`src/rtl/vga_controller_if.sv`:
```
// rtl/vga_controller_if.sv - display timing bundle from the VGA timing master to the pixel pipeline
interface vga_controller_if #(
    parameter int CNT_W = 10
);
    logic             h_sync_o;
    logic             v_sync_o;
    logic             disp_en_o;
    logic [CNT_W-1:0] x_o;
    logic [CNT_W-1:0] y_o;
    logic             frame_start_o;

    modport master (
        output h_sync_o,
        output v_sync_o,
        output disp_en_o,
        output x_o,
        output y_o,
        output frame_start_o
    );

    modport slave (
        input h_sync_o,
        input v_sync_o,
        input disp_en_o,
        input x_o,
        input y_o,
        input frame_start_o
    );
endinterface

```
`src/rtl/vga_controller.sv`:
```
// rtl/vga_controller.sv - free-running 640x480@60 VGA timing generator (syncs, display enable, coordinates)
module vga_controller #(
    parameter int H_ACTIVE = 640,
    parameter int H_FP     = 16,
    parameter int H_SYNC   = 96,
    parameter int H_BP     = 48,
    parameter int V_ACTIVE = 480,
    parameter int V_FP     = 10,
    parameter int V_SYNC   = 2,
    parameter int V_BP     = 33,
    parameter int CNT_W    = 10
) (
    input  logic               block_clk_i,
    input  logic               rst_high_i,
    vga_controller_if.master   vga
);
    localparam int H_TOTAL = H_ACTIVE + H_FP + H_SYNC + H_BP;
    localparam int V_TOTAL = V_ACTIVE + V_FP + V_SYNC + V_BP;

    localparam logic [CNT_W-1:0] H_LAST   = CNT_W'(H_TOTAL - 1);
    localparam logic [CNT_W-1:0] V_LAST   = CNT_W'(V_TOTAL - 1);
    localparam logic [CNT_W-1:0] H_VIS    = CNT_W'(H_ACTIVE);
    localparam logic [CNT_W-1:0] V_VIS    = CNT_W'(V_ACTIVE);
    localparam logic [CNT_W-1:0] HS_START = CNT_W'(H_ACTIVE + H_FP);
    localparam logic [CNT_W-1:0] HS_END   = CNT_W'(H_ACTIVE + H_FP + H_SYNC);
    localparam logic [CNT_W-1:0] VS_START = CNT_W'(V_ACTIVE + V_FP);
    localparam logic [CNT_W-1:0] VS_END   = CNT_W'(V_ACTIVE + V_FP + V_SYNC);

    logic [CNT_W-1:0] h;
    logic [CNT_W-1:0] v;

    // Outputs decode the position held before the edge, so they trail the counters by one clock.
    always_ff @(posedge block_clk_i or posedge rst_high_i) begin
        if (rst_high_i) begin
            h                 <= '0;
            v                 <= '0;
            vga.h_sync_o      <= 1'b1;
            vga.v_sync_o      <= 1'b1;
            vga.disp_en_o     <= 1'b0;
            vga.x_o           <= '0;
            vga.y_o           <= '0;
            vga.frame_start_o <= 1'b0;
        end else begin
            if (h == H_LAST) begin
                h <= '0;
                v <= (v == V_LAST) ? '0 : v + 1'b1;
            end else begin
                h <= h + 1'b1;
            end

            vga.h_sync_o      <= !((h >= HS_START) && (h < HS_END));
            vga.v_sync_o      <= !((v >= VS_START) && (v < VS_END));
            vga.disp_en_o     <= (h < H_VIS) && (v < V_VIS);
            vga.x_o           <= h;
            vga.y_o           <= v;
            vga.frame_start_o <= (h == '0) && (v == '0);
        end
    end
endmodule

```
`src/flat_wrapper.sv`:
```
// flat-port wrapper written by rule: the top's interface ports become plain ports
module vga_controller_flat 
#(
    parameter int H_ACTIVE = 640,
    parameter int H_FP     = 16,
    parameter int H_SYNC   = 96,
    parameter int H_BP     = 48,
    parameter int V_ACTIVE = 480,
    parameter int V_FP     = 10,
    parameter int V_SYNC   = 2,
    parameter int V_BP     = 33,
    parameter int CNT_W    = 10
)
  (block_clk_i, rst_high_i, vga_h_sync_o, vga_v_sync_o, vga_disp_en_o, vga_x_o, vga_y_o, vga_frame_start_o);
  vga_controller_if #(.CNT_W(CNT_W)) vga_i ();
  input  logic block_clk_i;
  input  logic rst_high_i;
  output wire logic [$bits(vga_i.h_sync_o)-1:0] vga_h_sync_o;
  output wire logic [$bits(vga_i.v_sync_o)-1:0] vga_v_sync_o;
  output wire logic [$bits(vga_i.disp_en_o)-1:0] vga_disp_en_o;
  output wire logic [$bits(vga_i.x_o)-1:0] vga_x_o;
  output wire logic [$bits(vga_i.y_o)-1:0] vga_y_o;
  output wire logic [$bits(vga_i.frame_start_o)-1:0] vga_frame_start_o;
  assign vga_h_sync_o = vga_i.h_sync_o;
  assign vga_v_sync_o = vga_i.v_sync_o;
  assign vga_disp_en_o = vga_i.disp_en_o;
  assign vga_x_o = vga_i.x_o;
  assign vga_y_o = vga_i.y_o;
  assign vga_frame_start_o = vga_i.frame_start_o;
  vga_controller #(.H_ACTIVE(H_ACTIVE), .H_FP(H_FP), .H_SYNC(H_SYNC), .H_BP(H_BP), .V_ACTIVE(V_ACTIVE), .V_FP(V_FP), .V_SYNC(V_SYNC), .V_BP(V_BP), .CNT_W(CNT_W)) u_core (.block_clk_i(block_clk_i), .rst_high_i(rst_high_i), .vga(vga_i));
endmodule
```
`config.mk`:
```
export PLATFORM = sky130hd
export DESIGN_NAME = vga_controller_flat
export DESIGN_NICKNAME = d
export VERILOG_FILES = /design/src/rtl/vga_controller_if.sv /design/src/rtl/vga_controller.sv /design/src/flat_wrapper.sv
export SDC_FILE = /design/constraint.sdc
export NUM_CORES = 1
export LEC_CHECK = 0
export CELL_PAD_IN_SITES_DETAIL_PLACEMENT = 1
export CELL_PAD_IN_SITES_GLOBAL_PLACEMENT = 1
export CORE_MARGIN = 2
export CORE_UTILIZATION = 38
export DETAILED_ROUTE_END_ITERATION = 10
export PLACE_DENSITY_LB_ADDON = 0.1
export SYNTH_ARGS = -nofsm -noshare
export SYNTH_HDL_FRONTEND = slang
export SYNTH_SLANG_ARGS = --single-unit
```
`constraint.sdc`:
```
create_clock -name block_clk_i -period 1.8 [get_ports block_clk_i]
set_input_delay 0.36 -clock block_clk_i [delete_from_list [all_inputs] [get_ports block_clk_i]]
set_output_delay 0.36 -clock block_clk_i [all_outputs]
set_load 0.02 [all_outputs]
```
# [After elaboration in Yosys (flattened, before gate mapping)]
# Index checks and enable logic that the tools add are counted.
[op_classes] muxes=2 add_sub_neg=2 n_reduce_logical=8 magnitude_cmp=6 n_eq_ne=2
[ops] operator="$add 10x1->10 const B" n=2
[ops] operator="$eq 10x10->1 const B" n=2
[ops] operator="$logic_not 10->1" n=2
[ops] operator="$lt 10x10->1 const B" n=2
[ops] operator="$lt 10x9->1 const B" n=2
[ops] operator="$mux 10" n=2
[ops] operator="$ge 10x10->1 const B" n=1
[ops] operator="$ge 10x9->1 const B" n=1
[ops] operator="$logic_and 1x1->1" n=4
[ops] operator="$logic_not 1->1" n=2
[word_totals] register_bits=44 out_inout_bits=24

# [Longest topological paths before layout]
[depth] depth_word=3 ltp_mapped=6 mapped_depth_nobuf=6

# [Worst setup path before layout]
# Ideal clock, no wire load.
[synth_timing] path_type="reg-to-reg" startpoint="register u_core.h[5]" endpoint="register u_core.v[9]" setup_time_ps=77 path_stages_with_launch=6 path_slack_ps=83 required_ps=1723 synth_period_minus_slack_ps=1717 t_arrival_ps=1640 path_cell_list="dfrtp_1 > buf_6 > nor4b_4 > nand4_4 > or4_1 > a21oi_1"
[synth_between] elab_chain_len=1
[synth_lines] element="start: declaration" line="vga_controller.sv:29" source="logic [CNT_W-1:0] h;"
[synth_lines] element="start signal: assignment" line="vga_controller.sv:48" source="h <= h + 1'b1;"
[synth_lines] element="$eq 10x10->1" line="vga_controller.sv:44" source="if (h == H_LAST) begin"
[synth_lines] element="end signal: assignment" line="vga_controller.sv:46" source="v <= (v == V_LAST) ? '0 : v + 1'b1;"
[synth_lines] element="end: declaration" line="vga_controller.sv:30" source="logic [CNT_W-1:0] v;"
# Every way passes these cells.
# A chain may end at the register's enable or synchronous reset.

# [Final worst setup path]
[layout_timing] startpoint="register u_core.vga.h_sync_o" endpoint="output port vga_h_sync_o"
[layout_lines] element="start: declaration" line="vga_controller_if.sv:13" source="output h_sync_o,"
[layout_lines] element="start signal: assignment" line="vga_controller.sv:51" source="vga.h_sync_o <= !((h >= HS_START) && (h < HS_END));"
[layout_lines] element="end: declaration" line="flat_wrapper.sv:18" source="output wire logic [$bits(vga_i.h_sync_o)-1:0] vga_h_sync_o;"
# No word-level cell between the ends.

==> impl_results.md <==
* Post-route DRC at 0
* Metal2 WL at 1626 um
* First-pass GRT wire length at 6285 um
* Max frequency at 569.6 MHz
* Slew Viols, Final at 0
* Required @ worst endpoint at 1.44 ns
* Top cell type's share of synthesized area at 0.6131
* Min Tclk post-route at 1.756 ns
* Initial antenna violation count at 0
* Cell taking the most area after synthesis: dfrtp_1
* Top layer in use: met4
* DR iter-0 viols at 59
* Buffers & Inverters on Critical Path at 1
* Largest fanout on the critical path at 1
* Largest cells by area after synthesis: dfrtp_1 61%, nand3_1 4.1%, dfstp_2 3.1%
* IO Count at 26
* Post-layout net count at 187
* Footprint of the multi-input gates at 574.3 um2
* Post-synth EDFFs at 0
* Yosys cell types at 33
* CTS Buffer Depth at 2
* Core area at 4354 um2
* Vias in the first global route at 1322
* Port Buf Inserts at 25
* Post-Place Cells at 223
* Ys async rst share at 1.000
* Slew at the pin with the worst max-slew slack at 0.3421 ns
* R2r setup slk at 0.09 ns
* Cells after synthesis at 137
* Clock Latency Late Sink at 0.29 ns
* Chip height at 71.17 um
* Area after DPL at 2108 um2
* Worst Skew at 0.003800 ns
* Number of cell rows at 24
* Delay-heaviest family, CP: buffers and inverters
* Filler cells at 478
* Syn_nets at 143
* Type of the tightest min-delay check: primary input to asynchronous set/reset pin
* Ys Warns at 0
* Wirelength per Cell at 15.28 um
* Count leader, synth: dfrtp_1
* Largest net degree at the start of global routing at 45
* Die W at 71.17 um
* Synth cell count leaders: 42 x dfrtp_1, 14 x nand3_1, 9 x nor2_1
* Clock buffer count from CTS at 5
* Seq/Total Area, Yosys at 0.6438
* Via count at 1193
* Post-Layout Cell Count at 234
* Via density at 5.098
* Setup crit start kind: register
* Initial Util at 0.3937
* Sum Neg Setup Slack at 0 ns
* Root buf cell: clkbuf_8
* GRT Util Overall at 0.1597
* Met1 wire length at 1730 um
* VDD IR max at 361.8 uV
* Clock sink count at 44
* Met3 routed WL at 149 um
* Max-capacitance violation count at 0
* R2r endpoint: u_core.v[9]$_DFFE_PP0N_
* Routed wire length at 3576 um
* Final instance area at 2231 um2
* Grt ovf at 0
* Outcome: finished clean
* CP Class: register to output port
* Crit-path cells: clkdlybuf4s50_1
* RSZ-0062 raised after global routing: false
* Worst Path Arrival at 1.40 ns
* Final setup vio count at 0
* DR pass1 iterations at 4
* CTS Hold Buffers Added at 0
* CP Capture Type: output port
* Final hold violations at 0
* Crit path largest cell delay at 0.59 ns
* HPWL after DPL at 2459 um
* Slowest CP cell: clkdlybuf4s50_1
* Die ar. at 5064 um2
* Ratio of cells with drive above 1 in the final layout at 0.1868
* GP Congestion at 0.7772
* Rel. slew slack at 0.7698
* Sequential Area at 1104 um2
* Area growth syn-to-layout at 30.15%
* Syn Area/Cell at 12.51 um2
* Most used DFF post-synth: dfrtp_1
* Ant diodes at 0
* Power density over the cells at 732.1 nW/um2
* CTS tree: yes
* FF+latch count, synth at 44
* Total Power at 1.633 mW
* Reg clk slew, reported paths at 0.07 ns
* Tcrit/Tclk final at 0.9754
* R2R cell count at 5
* Lkg Pwr at 1.040 nW
* FF-to-FF Start: u_core.h[1]$_DFF_PP0_
* Antenna Nets Post-Route at 0
* H-tree levels at 2
* Mapped Area at 1714 um2
-- cell usage in the layout, fill, tap and decap left out, types with 6 or more instances in the layout --
cell type	synthesis	final
buf_4	0	13
nand3_1	14	14
nor2_1	9	9
inv_1	8	8
clkbuf_8	0	6
dfrtp_1	42	42
clkdlybuf4s50_1	0	25
nand4_1	6	6
-- kinds of logic (layout without fill, tap and decap cells) --
| kind of cell | after synthesis | count (layout) | synth area share |
|---|---|---|---|
| buf+inv | 10 | 55 | 0.02700 |
| flops | 44 | 44 | 0.6438 |
| compound gates | 11 | 11 | 0.03650 |
| simple gates | 57 | 57 | 0.2066 |
| fa+ha+maj | 4 | 4 | 0.02920 |
| xor+xnor | 10 | 10 | 0.05109 |
| mux | 1 | 1 | 0.005840 |
-- cell type report --
type	count	area share
tap	52	0.02916
sequential	44	0.4947
clock buffer	8	0.04038
inverter	8	0.01346
timing repair buffer	39	0.1649
multi-input combinational	83	0.2574
-- worst max-delay path by stage --
| stage | startpoint | endpoint | slack (ns) | depth (start not counted) |
|---|---|---|---|---|
| after floorplan | u_core.h[5]$_DFF_PP0_ | u_core.v[9]$_DFFE_PP0N_ | 0.08 | 5 |
| after global placement | u_core.h[1]$_DFF_PP0_ | u_core.v[9]$_DFFE_PP0N_ | 0.13 | 5 |
| after detailed placement | u_core.h[1]$_DFF_PP0_ | u_core.v[9]$_DFFE_PP0N_ | 0.02 | 5 |
| after CTS | u_core.h[1]$_DFF_PP0_ | u_core.v[9]$_DFFE_PP0N_ | 0.005 | 5 |
| after global routing | u_core.vga.v_sync_o$_DFF_PP1_ | vga_v_sync_o | 0.006 | 1 |
| final | u_core.vga.h_sync_o$_DFF_PP1_ | vga_h_sync_o | 0.04 | 1 |
-- worst register-to-register path, cell delays in order (launching register included) --
cell	delay, ns
dfrtp_1	0.39
ha_2	0.22
and3_4	0.22
nand4_4	0.14
or4_4	0.54
a21oi_2	0.14
-- what timing repair did --
item	in CTS	in global routing
endpoints found under the setup margin	0	5
setup buffers	0	3
resized for setup	0	3
-- layer usage --
| layer | global-route usage | vias to the layer above |
|---|---|---|
| li1 | - | 567 |
| met1 | 0.2179 | 593 |
| met2 | 0.2479 | 26 |
| met3 | 0.03276 | 7 |
| met4 | 0.06918 | 0 |
| met5 | 0 | - |
-- power by group --
part	switching [mW]	internal (mW)	leakage, nW
Sequential	0	0.988	0.579
Clock	0.307	0.313	0.0455
Combinational	0.0192	0.00657	0.416
Total	0.326	1.31	1.04
-- flip-flops by register name (all words and copies together) (netlist names) --
signal / count
u_core.vga.disp_en_o: 1
u_core.vga.y_o: 10
u_core.vga.x_o: 10
u_core.v: 10
u_core.vga.h_sync_o: 1
u_core.vga.v_sync_o: 1
u_core.vga.frame_start_o: 1
u_core.h: 10
-- per-stage QoR --
stage	setup WS (ns)	utilization	hold WS, ns
2_1_floorplan	0.08260	-	0.3745
3_3_place_gp	0.1260	0.4842	0.4248
6_report	0.04427	0.5124	0.4278
3_5_place_dp	0.02456	0.4842	0.4483
5_1_grt	0.006021	0.5124	0.4662
4_1_cts	0.005475	0.5049	0.4371
(Power assumes the default switching activity.)
